<file path="src/rtl/fetch_unit_pkg.sv">
// Shared types and constants for the instruction-fetch stage.
package fetch_unit_pkg;

  localparam int          INSTR_W   = 32;
  localparam logic [31:0] PC_STEP   = 32'd4;
  localparam logic [31:0] NOP_INSTR = 32'h0000_0000;

  typedef enum logic [2:0] {
    BOOT,
    FETCH,
    WAIT,
    HOLD,
    DRAIN
  } fetch_state_e;

  typedef struct packed {
    logic [31:0]        pc4;
    logic [INSTR_W-1:0] instr;
  } fetch_entry_t;

  function automatic logic [31:0] align_word(input logic [31:0] a);
    return a & ~32'h3;
  endfunction

endpackage

</file>
<file path="src/rtl/fetch_unit_queue.sv">
// Small synchronous FIFO holding fetched {pc+4, instr} pairs; flush beats push.
module fetch_queue #(
  parameter int QDEPTH = 2,
  parameter int W      = 64
) (
  input  logic                      clk,
  input  logic                      rst_n,
  input  logic                      push,
  input  logic                      pop,
  input  logic                      flush,
  input  logic [W-1:0]              wdata,
  output logic [W-1:0]              rdata,
  output logic                      full,
  output logic                      empty,
  output logic [$clog2(QDEPTH):0]   count
);
  localparam int AW = $clog2(QDEPTH);
  localparam int CW = AW + 1;

  logic [QDEPTH-1:0][W-1:0] r_mem;
  logic [AW-1:0]            r_wr, r_rd;
  logic [CW-1:0]            r_cnt;
  logic                     w_do_push, w_do_pop;

  assign empty     = (r_cnt == '0);
  assign full      = (r_cnt == CW'(QDEPTH));
  assign w_do_pop  = pop & ~empty;
  // A pop in the same cycle frees the slot a full-queue push needs.
  assign w_do_push = push & (~full | w_do_pop) & ~flush;
  assign rdata     = r_mem[r_rd];
  assign count     = r_cnt;

  always_ff @(posedge clk or negedge rst_n) begin
    if (!rst_n) begin
      r_wr  <= '0;
      r_rd  <= '0;
      r_cnt <= '0;
    end else if (flush) begin
      r_wr  <= '0;
      r_rd  <= '0;
      r_cnt <= '0;
    end else begin
      if (w_do_push) r_wr <= r_wr + AW'(1);
      if (w_do_pop)  r_rd <= r_rd + AW'(1);
      r_cnt <= r_cnt + CW'(w_do_push) - CW'(w_do_pop);
    end
  end

  always_ff @(posedge clk) begin
    if (w_do_push) r_mem[r_wr] <= wdata;
  end

endmodule

</file>
<file path="src/rtl/fetch_unit.sv">
// Instruction fetch: owns the PC, runs the imem req/ack handshake, queues fetches for ID.
module fetch_unit
  import fetch_unit_pkg::*;
#(
  parameter int QDEPTH     = 2,
  parameter bit BOOT_PC_EN = 1'b1
) (
  input  logic               clk,
  input  logic               rst_n,
  input  logic [31:0]        pc_initial,
  output logic               imem_req,
  output logic [31:0]        imem_addr,
  input  logic               imem_ack,
  input  logic [INSTR_W-1:0] imem_rdata,
  input  logic               redirect_valid,
  input  logic [31:0]        redirect_pc,
  input  logic               stall,
  output logic               if_valid,
  output logic [INSTR_W-1:0] if_instr,
  output logic [31:0]        if_pc4,
  output logic               misalign_err
);
  localparam int CW = $clog2(QDEPTH) + 1;

  fetch_state_e  r_state, w_state_nxt;
  logic [31:0]   r_fetch_pc, w_fetch_pc_nxt;
  logic [31:0]   r_drain_addr, w_drain_addr_nxt;
  logic          r_misalign, w_mis_set;
  logic          w_req, w_use_drain, w_push, w_pop, w_flush, w_slot;
  logic          w_full, w_empty;
  logic [CW-1:0] w_count;
  fetch_entry_t  w_wentry, w_head;

  assign w_pop    = if_valid & ~stall & ~redirect_valid;
  assign w_slot   = ~w_full | w_pop;
  assign w_wentry = '{pc4: r_fetch_pc + PC_STEP, instr: imem_rdata};

  fetch_queue #(
    .QDEPTH (QDEPTH),
    .W      ($bits(fetch_entry_t))
  ) u_queue (
    .clk   (clk),
    .rst_n (rst_n),
    .push  (w_push),
    .pop   (w_pop),
    .flush (w_flush),
    .wdata (w_wentry),
    .rdata (w_head),
    .full  (w_full),
    .empty (w_empty),
    .count (w_count)
  );

  always_comb begin
    w_state_nxt      = r_state;
    w_fetch_pc_nxt   = r_fetch_pc;
    w_drain_addr_nxt = r_drain_addr;
    w_req            = 1'b0;
    w_use_drain      = 1'b0;
    w_push           = 1'b0;
    w_flush          = 1'b0;
    w_mis_set        = 1'b0;
    case (r_state)
      BOOT: begin
        w_fetch_pc_nxt = BOOT_PC_EN ? align_word(pc_initial) : 32'h0;
        w_state_nxt    = FETCH;
      end
      FETCH: begin
        if (w_slot) begin
          w_req = 1'b1;
          if (imem_ack) begin
            w_push         = 1'b1;
            w_fetch_pc_nxt = r_fetch_pc + PC_STEP;
          end else begin
            w_state_nxt = WAIT;
          end
        end else begin
          w_state_nxt = HOLD;
        end
      end
      WAIT: begin
        // Nothing was pushed since the request issued, so a slot is still free.
        w_req = 1'b1;
        if (imem_ack) begin
          w_push         = 1'b1;
          w_fetch_pc_nxt = r_fetch_pc + PC_STEP;
          w_state_nxt    = FETCH;
        end
      end
      HOLD: begin
        if (w_slot) w_state_nxt = FETCH;
      end
      DRAIN: begin
        w_req       = 1'b1;
        w_use_drain = 1'b1;
        if (imem_ack) w_state_nxt = FETCH;
      end
      default: w_state_nxt = BOOT;
    endcase

    if (redirect_valid && r_state != BOOT) begin
      w_push         = 1'b0;
      w_flush        = 1'b1;
      w_fetch_pc_nxt = align_word(redirect_pc);
      w_mis_set      = |redirect_pc[1:0];
      // An issued request is never aborted; its response is dropped in DRAIN.
      if (w_req && !imem_ack) begin
        w_state_nxt = DRAIN;
        if (r_state != DRAIN) w_drain_addr_nxt = r_fetch_pc;
      end else begin
        w_state_nxt = FETCH;
      end
    end
  end

  always_ff @(posedge clk or negedge rst_n) begin
    if (!rst_n) begin
      r_state      <= BOOT;
      r_fetch_pc   <= '0;
      r_drain_addr <= '0;
      r_misalign   <= 1'b0;
    end else begin
      r_state      <= w_state_nxt;
      r_fetch_pc   <= w_fetch_pc_nxt;
      r_drain_addr <= w_drain_addr_nxt;
      if (w_mis_set) r_misalign <= 1'b1;
    end
  end

  assign imem_req     = w_req;
  assign imem_addr    = w_req ? (w_use_drain ? r_drain_addr : r_fetch_pc) : 32'h0;
  assign if_valid     = (w_count != '0);
  assign if_instr     = w_empty ? '0 : w_head.instr;
  assign if_pc4       = w_empty ? '0 : w_head.pc4;
  assign misalign_err = r_misalign;

endmodule

</file>
<file path="config.mk">
export PLATFORM = sky130hd
export DESIGN_NAME = fetch_unit
export DESIGN_NICKNAME = d
export VERILOG_FILES = /design/src/rtl/fetch_unit_pkg.sv /design/src/rtl/fetch_unit_queue.sv /design/src/rtl/fetch_unit.sv
export SDC_FILE = /design/constraint.sdc
export NUM_CORES = 1
export LEC_CHECK = 0
export ABC_AREA = 1
export ABC_CLOCK_PERIOD_IN_PS = 12280
export CAP_MARGIN = 5
export CORE_ASPECT_RATIO = 1.75
export CORE_UTILIZATION = 56
export DETAILED_ROUTE_END_ITERATION = 10
export GPL_ROUTABILITY_DRIVEN = 0
export PLACE_DENSITY_LB_ADDON = 0.1
export RECOVER_POWER = 100
export SETUP_SLACK_MARGIN = 0.2
export SYNTH_ARGS = -nofsm -noshare
export SYNTH_HDL_FRONTEND = slang
export SYNTH_SLANG_ARGS = --single-unit
</file>
<file path="constraint.sdc">
create_clock -name clk -period 12.28 [get_ports clk]
set_input_delay 3.684 -clock clk [delete_from_list [all_inputs] [get_ports clk]]
set_output_delay 3.684 -clock clk [all_outputs]
set_load 0.05 [all_outputs]
</file>
==> results.cfg, run 1 <==
[grt]
grt_max_degree = 69
grt_pass1_vias = 7588
grt_use_met2_pct = 47.3
grt_util_met3_pct = 4.80
grt.total_usage_pct = 27.1
grt_util_met1_pct = 31.7
antenna_found_initial = 0
busiest_layer = met2
grt_overflow = 0
grt_pass1_wl_mm = 36.8

[final_layout]
drive_gt1_share_pct = 5.93
n_antenna_cell = 0
final_nets = 1389
syn2layout_area_growth_pct = 27.2

[floorplan]
die_y_um = 175
row_count = 62
dieArea_um2 = 17600
core_um2 = 16500
die_width_um = 101
ios = 200
start_util_pct = 57.8

[synth]
synth_fa_ha_area_share_pct = 0.393
yosysMostFrequentCell = nand2_1
yosysSeqAreaShare_pct = 56.8
synth_area_leader_cell = edfxtp_1
async_flop_share_pct = 35.4
synthesis.area_um2 = 9560
synth_top_area_share_pct = 39.0
synth_top_family_by_area = simple AND/OR/NAND/NOR gates
muxShareOfSynthArea_pct = 3.54
synth-compound-area-share_pct = 6.09
avgSynthCellArea_um2 = 8.56
synth-seq-cells = 192
syn_inst = 1116
synth_area_leaders = edfxtp_1 39%, dfrtp_1 18%, nand2_1 18%, inv_1 4.0%, nor2_1 3.6%
synth_common_cells = 450 x nand2_1, 124 x edfxtp_1, 101 x inv_1
synth-simple-area-share_pct = 24.9
synth-edff-count = 124
yosys_warnings = 0
ys.flop_type = edfxtp_1
synthXorXnorAreaFrac_pct = 1.47
synthDistinctLibCells = 35

[sta]
finalHoldViolations = 0
timing.final.crit_share_pct = 83.6
max_freq_mhz = 97.5
fin_worst_skew_ns = 0.0208
fin_setup_tns_ns = 0
final_max_slew_viol_count = 420
worst_pin_slew_ns = 3.72
period_minus_slack_ns = 10.26
slew_headroom_pct = -148
rsz0062_at_grt = no
setup_viol = 0

[clock_tree]
clkLatencyLatePin_ns = 0.43
worst_setup_hold_path_clk_slew_ns = 0.08
postCtsHoldBufs = 0
tritoncts = yes
clock_path_buffers = 2
root_buffer = clkbuf_16
cts_resized = 0
clock-sinks = 192
cts_buffers = 17
post_cts_buffers = 0
htree_levels = 4

[route]
first_iter_violations = 397
via_per_inst = 5.19
vias = 7894
wirelength_mm = 23.2
drc_errors = 0
wl_per_cell_um = 15.2
ant_nets = 0
dr.pass1.iters = 7

[pwr]
vdd_drop_max_v = 0.000223
p_leak_uw = 0.00558
seqPwrFrac_pct = 28.9
switching_share_pct = 50.8
pwr-share-comb_pct = 55.8
powerDensity_nw_per_um2 = 300
power.net_switching_uw = 1850
p_clk_share_pct = 15.3
power.total_uw = 3640
p_int_uw = 1790

[setup_path]
r2r_slack_ns = 6.00
rr_startpoint = r_state[1]
r2r-end = u_queue.r_mem[127]
r2r_cells = 7
required_ns = 8.60
critPathArrivalTime_ns = 6.58
critPathMaxFanout = 24
crit_path_end_kind = primary output
crit_path_start_kind = input port
worstSetupPathType = input port to primary output

[outcome]
status = finished, violations left
violations = max-capacitance violations, max-slew violations

[min_path]
holdPathEnd = r_drain_addr[18]
hp-start = r_drain_addr[18]
hp-class = flip-flop to flip-flop
hold_depth = 2

[placed_design]
hpwl_mm = 15.6
portBuffers = 193

[flow_run]
maxCapViolations = 7
-- flip-flops by register name (all words and copies together), names as in the netlist --
| name | flops |
|---|---|
| misalign_err | 1 |
| r_drain_addr | 30 |
| r_fetch_pc | 30 |
| r_state | 3 |
| u_queue.count | 2 |
| u_queue.r_mem | 124 |
| u_queue.r_rd | 1 |
| u_queue.r_wr | 1 |
-- per-layer routing --
metal,up-vias,routed length (um)
met3,60,1330
met4,0,920
met1,3680,9030
met2,279,11900
met5,-,0
li1,3875,-
-- cell type report --
type	count	area, um2
flip-flops and latches	192	5430
inverters	106	398
fillers	1296	4370
clock inverters	14	179
multi-input cells	767	3460
well taps	224	280
repair buffers	201	1970
clock buffers	18	439
-- placed cells by master (no fill, tap or decap), drive strengths merged, types with 23 or more instances in the layout --
| master | instances |
|---|---|
| a21oi | 63 |
| clkbuf | 23 |
| clkdlybuf4s50 | 66 |
| dfrtp | 68 |
| dlygate4sd3 | 126 |
| edfxtp | 124 |
| inv | 113 |
| mux2 | 30 |
| nand2 | 453 |
| nand3 | 36 |
| nor2 | 99 |
| o21ai | 44 |
-- power by group through the flow --
| stage | Clock [uW] | Sequential, uW | Combinational (uW) |
|---|---|---|---|
| after global placement | 0 | 1040 | 2070 |
| after CTS | 564 | 1040 | 2110 |
| final | 558 | 1050 | 2030 |
| after detailed placement | 0 | 1050 | 2100 |
| after floorplan | 0 | 1020 | 1500 |
| after global routing | 585 | 1070 | 2210 |
-- how the worst max path moves through the flow --
stage,start,endpoint,slack [ns],cells after the start
6_report,redirect_valid,imem_addr[25],2.02,8
5_1_grt,redirect_valid,imem_addr[21],1.77,8
4_1_cts,redirect_valid,imem_addr[25],2.43,8
3_5_place_dp,redirect_valid,imem_addr[25],2.43,8
3_3_place_gp,redirect_valid,imem_addr[27],2.51,8
2_1_floorplan,redirect_valid,u_queue.r_mem[100],1.57,5
-- worst max-delay path: stages --
cell and delay (ns):
dlygate4sd3_1 0.59, nor2_1 0.18, nor3_2 0.11, o21bai_1 0.58, buf_4 0.40, nand2_1 0.09, inv_1 0.06, dlygate4sd3_1 0.87
-- stage by stage --
stage / instances / setup slack [ns] / cell area (um2) / util, % / hold WS (ns)
finish: 1522 / 2.02 / 12200 / 73.5 / 0.492
global route: 1522 / 1.77 / 12200 / 73.5 / 0.514
CTS: 1522 / 2.43 / 12200 / 73.9 / 0.493
detailed placement: 1490 / 2.43 / 11600 / 70.2 / 0.474
global placement: 1490 / 2.51 / 11600 / 70.2 / 0.461
floorplan: 1119 / 1.57 / 9570 / - / 0.449
-- cells by family after synthesis --
family          after synthesis
simple gates                601
flops                       192
buf+inv                     160
compound gates              113
mux                          30
xor+xnor                     16
fa+ha+maj                     3
other cells                   1
Note: power is estimated with default switching activity, not from simulation.
==> inputs of run 2 (changes only) <==
--- a/config.mk
+++ b/config.mk
@@ -6,10 +6,10 @@
 export NUM_CORES = 1
 export LEC_CHECK = 0
 export ABC_AREA = 1
-export ABC_CLOCK_PERIOD_IN_PS = 12280
+export ABC_CLOCK_PERIOD_IN_PS = 9700
 export CAP_MARGIN = 5
 export CORE_ASPECT_RATIO = 1.75
-export CORE_UTILIZATION = 56
+export CORE_UTILIZATION = 52
 export DETAILED_ROUTE_END_ITERATION = 10
 export GPL_ROUTABILITY_DRIVEN = 0
 export PLACE_DENSITY_LB_ADDON = 0.1
==> constraint.sdc (replaced) <==
create_clock -name clk -period 9.7 [get_ports clk]
set_input_delay 2.91 -clock clk [delete_from_list [all_inputs] [get_ports clk]]
set_output_delay 2.91 -clock clk [all_outputs]
set_load 0.05 [all_outputs]
==> run 2 against run 1 <==
Against the previous run: the run still ends with max-capacitance violations, max-slew violations left; critical path depth unchanged; clock power increased by 33%; sequential power increased by 26%; clock skew decreased by 0.011 ns; routed wire length increased by 0.35%; first-iteration DRC count increased by 9.3%; non-clock buffer count increased by 4; combinational power increased by 28%; largest cell class unchanged; final area increased by 0.52%.
==> results.cfg, run 2 (synthesis gave the netlist of run 1 again) <==
[setup_path]
critPathMaxFanout = 25
cp_top_family = buffers and inverters
required_ns = 6.79
crit_chain = dlygate4sd3_1 > nor2_1 > nor3_2 > o21bai_2 > buf_4 > nand2_1 > inv_1 > dlygate4sd3_1
slowest_delay_ns = 0.86
worst_path_max_delay_cell = dlygate4sd3_1
crit_path_start_kind = input port
worstSetupPathType = input port to primary output
path_buf_inv = 4
critPathArrivalTime_ns = 5.53
crit_top_cell = dlygate4sd3_1
crit_path_end_kind = primary output

[clock_tree]
root_buffer = clkbuf_16
htree_levels = 4
clock_path_buffers = 2
post_cts_buffers = 0
clkLatencyLatePin_ns = 0.43
cts_resized = 0
worst_setup_hold_path_clk_slew_ns = 0.07
tritoncts = yes
cts_buffers = 17
clock-sinks = 192
postCtsHoldBufs = 0

[floorplan]
die_width_um = 104
row_count = 65
start_util_pct = 53.2
die_y_um = 181
dieArea_um2 = 18900
ios = 200
core_um2 = 18000

[route]
vias = 7674
wirelength_mm = 23.2
ant_nets = 0
drc_errors = 0
first_iter_violations = 434
via_per_inst = 5.00
wl_per_cell_um = 15.1
dr.pass1.iters = 4

[min_path]
hp-class = flip-flop to flip-flop

[placed_design]
hpwl_mm = 15.7
portBuffers = 193

[sta]
final_max_slew_viol_count = 418
finalHoldViolations = 0
slew_headroom_pct = -156
rsz0062_at_grt = no
fin_worst_skew_ns = 0.00958
worst_pin_slew_ns = 3.84
timing.final.crit_share_pct = 87.0
max_freq_mhz = 119
fin_setup_tns_ns = 0
setup_viol = 0
period_minus_slack_ns = 8.44

[pwr]
power.total_uw = 4650
p_leak_uw = 0.00562
powerDensity_nw_per_um2 = 381
vdd_drop_max_v = 0.000306

[final_layout]
final_nets = 1393
syn2layout_area_growth_pct = 27.8
post-route-util_pct = 67.9
n_antenna_cell = 0
largestRegisters = u_queue.r_mem x124, r_drain_addr x30, r_fetch_pc x30
final_common_cell = nand2_1
drive_gt1_share_pct = 6.30
regMostFlops = u_queue.r_mem
layout_common_cells = 452 x nand2_1, 127 x dlygate4sd3_1, 124 x edfxtp_1
largest_register_ffs = 124

[grt]
grt.total_usage_pct = 25.5
grt_pass1_wl_mm = 37.5
grt_max_degree = 69
antenna_found_initial = 0
grt_pass1_vias = 7527
grt_overflow = 0

[outcome]
status = finished, violations left
violations = max-capacitance violations, max-slew violations

[flow_run]
maxCapViolations = 7
-- run 2: area by class of cell --
class                   instances  area [um2]
inverters                     106         398
fillers                      1536        5760
repair buffers                205        1990
clock buffers                  17         425
well taps                     234         293
flip-flops and latches        192        5430
clock inverters                15         204
multi-input cells             767        3470
-- run 2: final timing paths --
kind / startpoint / end / slack (ns) / cells past startpoint
worst max-delay path: redirect_valid / imem_addr[20] / 1.26 / 8
worst min-delay path: r_drain_addr[29] / r_drain_addr[29] / 0.49 / 2
worst max register to register: r_state[1] / r_fetch_pc[9] / 3.85 / 9
worst min register to register: r_drain_addr[29] / r_drain_addr[29] / 0.49 / 2
max in group asynchronous: rst_n / u_queue.r_rd / 3.31 / 2
min in group asynchronous: rst_n / r_fetch_pc[26] / 3.91 / 2
-- run 2: worst reg2reg max path: stages (launching register included) --
cell      delay, ns
dfrtp_1        0.42
nor2_2         0.17
nand2_1        0.09
nand2_1        0.49
clkbuf_1       1.48
nand3_1        0.22
nand3_2        0.16
clkbuf_1       1.61
inv_1          0.70
o21ai_0        0.41
-- run 2: layer usage --
| metal | share of wire (%) | up-vias | track usage (%) |
|---|---|---|---|
| li1 | - | 3877 | - |
| met1 | 40 | 3515 | 30.1 |
| met2 | 51 | 224 | 44.1 |
| met3 | 4.2 | 58 | 3.61 |
| met4 | 4.5 | 0 | 14.8 |
| met5 | 0 | - | 0 |
-- run 2: metrics by stage --
stage / instances / hold slack [ns] / setup slack [ns] / area, um2
2_1_floorplan: 1119 / 0.449 / 2.33 / 9570
3_3_place_gp: 1504 / 0.460 / 1.48 / 11700
3_5_place_dp: 1504 / 0.475 / 1.39 / 11700
4_1_cts: 1536 / 0.493 / 1.39 / 12300
5_1_grt: 1536 / 0.510 / 0.978 / 12200
6_report: 1536 / 0.487 / 1.26 / 12200
-- run 2: power by group --
part | switching (uW) | internal (uW)
combinational | 1840 | 753
sequential | 156 | 1160
clock | 308 | 436
==> inputs of run 3 (changes only) <==
--- a/config.mk
+++ b/config.mk
@@ -7,7 +7,7 @@
 export LEC_CHECK = 0
 export ABC_AREA = 1
 export ABC_CLOCK_PERIOD_IN_PS = 9700
-export CAP_MARGIN = 5
+export CAP_MARGIN = 20
 export CORE_ASPECT_RATIO = 1.75
 export CORE_UTILIZATION = 52
 export DETAILED_ROUTE_END_ITERATION = 10
==> run 3 against run 2 <==
Against the previous run: the run still ends with max-capacitance violations, max-slew violations left; non-clock buffer count rose by 1; clock power about the same; critical path type unchanged; worst hold slack worse by 0.00093 ns; worst setup slack worse by 0.0043 ns; sequential share of layout area decreased by 0.073 points; highest routed layer unchanged; global-route usage did not move; sequential cell count stayed put; via count grew 0.90%; register-to-register slack gained 0.03 ns.
==> results.cfg, run 3 (synthesis gave the netlist of run 1 again) <==
[grt]
grt_use_met2_pct = 44.1
grt_max_degree = 69
grt_pass1_wl_mm = 37.5
grt.total_usage_pct = 25.5
busiest_layer = met2
grt_overflow = 0
grt_util_met1_pct = 30.1
antenna_found_initial = 0
grt_pass1_vias = 7527
grt_util_met3_pct = 3.61

[setup_path]
cp-startpoint = redirect_valid
r2r-end = r_fetch_pc[9]
crit_path_start_kind = input port
worstSetupPathType = input port to primary output
required_ns = 6.79
critPathArrivalTime_ns = 5.53
critPathMaxFanout = 25
crit_path_end_kind = primary output
r2r_cells = 9
rr_startpoint = r_state[1]
r2r_slack_ns = 3.88
crit_end = imem_addr[20]

[floorplan]
dieArea_um2 = 18900
die_width_um = 104
start_util_pct = 53.2
core_um2 = 18000
row_count = 65
ios = 200
die_y_um = 181

[clock_tree]
htree_levels = 4
cts_buffers = 17
clock_path_buffers = 2
worst_setup_hold_path_clk_slew_ns = 0.06
root_buffer = clkbuf_16
postCtsHoldBufs = 0
cts_resized = 0
clkLatencyLatePin_ns = 0.43
clock-sinks = 192
tritoncts = yes
post_cts_buffers = 0

[flow_run]
maxCapViolations = 7

[sta]
max_freq_mhz = 118
final_max_slew_viol_count = 418
setup_viol = 0
layout_setup_ws_ns = 1.26
fin_setup_tns_ns = 0
rsz0062_at_grt = no
period_minus_slack_ns = 8.44
slew_headroom_pct = -156
worst_pin_slew_ns = 3.84
fin_worst_skew_ns = 0.00991
finalHoldViolations = 0
timing.final.crit_share_pct = 87.0

[final_layout]
drive_gt1_share_pct = 6.37
post-route-util_pct = 68.1
final_common_cell = nand2_1
final_nets = 1394
largestRegisters = u_queue.r_mem x124, r_drain_addr x30, r_fetch_pc x30
layout_common_cells = 452 x nand2_1, 127 x dlygate4sd3_1, 124 x edfxtp_1
n_antenna_cell = 0
largest_register_ffs = 124
fin_cells = 1537
syn2layout_area_growth_pct = 28.0
regMostFlops = u_queue.r_mem

[route]
first_iter_violations = 437
via_per_inst = 5.04
wirelength_mm = 23.2
drc_errors = 0
dr.pass1.iters = 5
vias = 7743
wl_per_cell_um = 15.1
ant_nets = 0

[placed_design]
placed_cells = 1504
pre_cts_ws_ns = 1.39
portBuffers = 193
hpwl_mm = 15.7

[min_path]
hp-class = flip-flop to flip-flop

[outcome]
status = finished, violations left
violations = max-capacitance violations, max-slew violations

[pwr]
vdd_drop_max_v = 0.000305
p_leak_uw = 0.00563
powerDensity_nw_per_um2 = 381
[run 3: cell types whose count changed in the layout (fill, tap and decap cells not counted), sizes merged]
cell	delta
buf	+1
[run 3: worst min path at each step]
| stage | slack, ns | startpoint | cells after the start | endpoint |
|---|---|---|---|---|
| finish | 0.49 | r_drain_addr[29] | 2 | r_drain_addr[29] |
| global route | 0.51 | r_drain_addr[29] | 2 | r_drain_addr[29] |
| CTS | 0.49 | r_drain_addr[14] | 2 | r_drain_addr[14] |
| detailed placement | 0.48 | r_drain_addr[8] | 2 | r_drain_addr[8] |
| global placement | 0.46 | misalign_err | 1 | misalign_err |
| floorplan | 0.45 | r_drain_addr[11] | 2 | r_drain_addr[11] |
[run 3: cell type report]
| cell class | instances | area, um2 |
|---|---|---|
| fillers | 1534 | 5740 |
| inverters | 106 | 398 |
| multi-input cells | 767 | 3470 |
| clock inverters | 15 | 204 |
| repair buffers | 206 | 2010 |
| flip-flops and latches | 192 | 5430 |
| clock buffers | 17 | 425 |
| well taps | 234 | 293 |
[run 3: power breakdown]
part | internal (uW) | total [uW] | switching [uW] | leakage (uW)
logic | 762 | 2600 | 1840 | 0.00335
clock network | 436 | 742 | 306 | 0.000308
registers | 1160 | 1320 | 156 | 0.00197
total | 2360 | 4660 | 2300 | 0.00563
[run 3: worst max-delay path, cell delays in order]
cell	delay, ns
dlygate4sd3_1	0.58
nor2_1	0.18
nor3_2	0.11
o21bai_2	0.34
buf_4	0.36
nand2_1	0.11
inv_1	0.06
dlygate4sd3_1	0.86
[run 3: metrics by stage]
step           area [um2]  total power, uW  hold slack, ns
6_report            12200             4660           0.486
4_1_cts             12300             4770           0.493
3_5_place_dp        11700             4020           0.475
3_3_place_gp        11700             3970           0.460
5_1_grt             12200             4970           0.510
2_1_floorplan        9570             3190           0.449
[run 3: metal layers]
| metal | vias up | wire length (um) |
|---|---|---|
| met4 | 0 | 1000 |
| met1 | 3557 | 9360 |
| met5 | - | 0 |
| met3 | 59 | 940 |
| met2 | 239 | 11900 |
| li1 | 3888 | - |
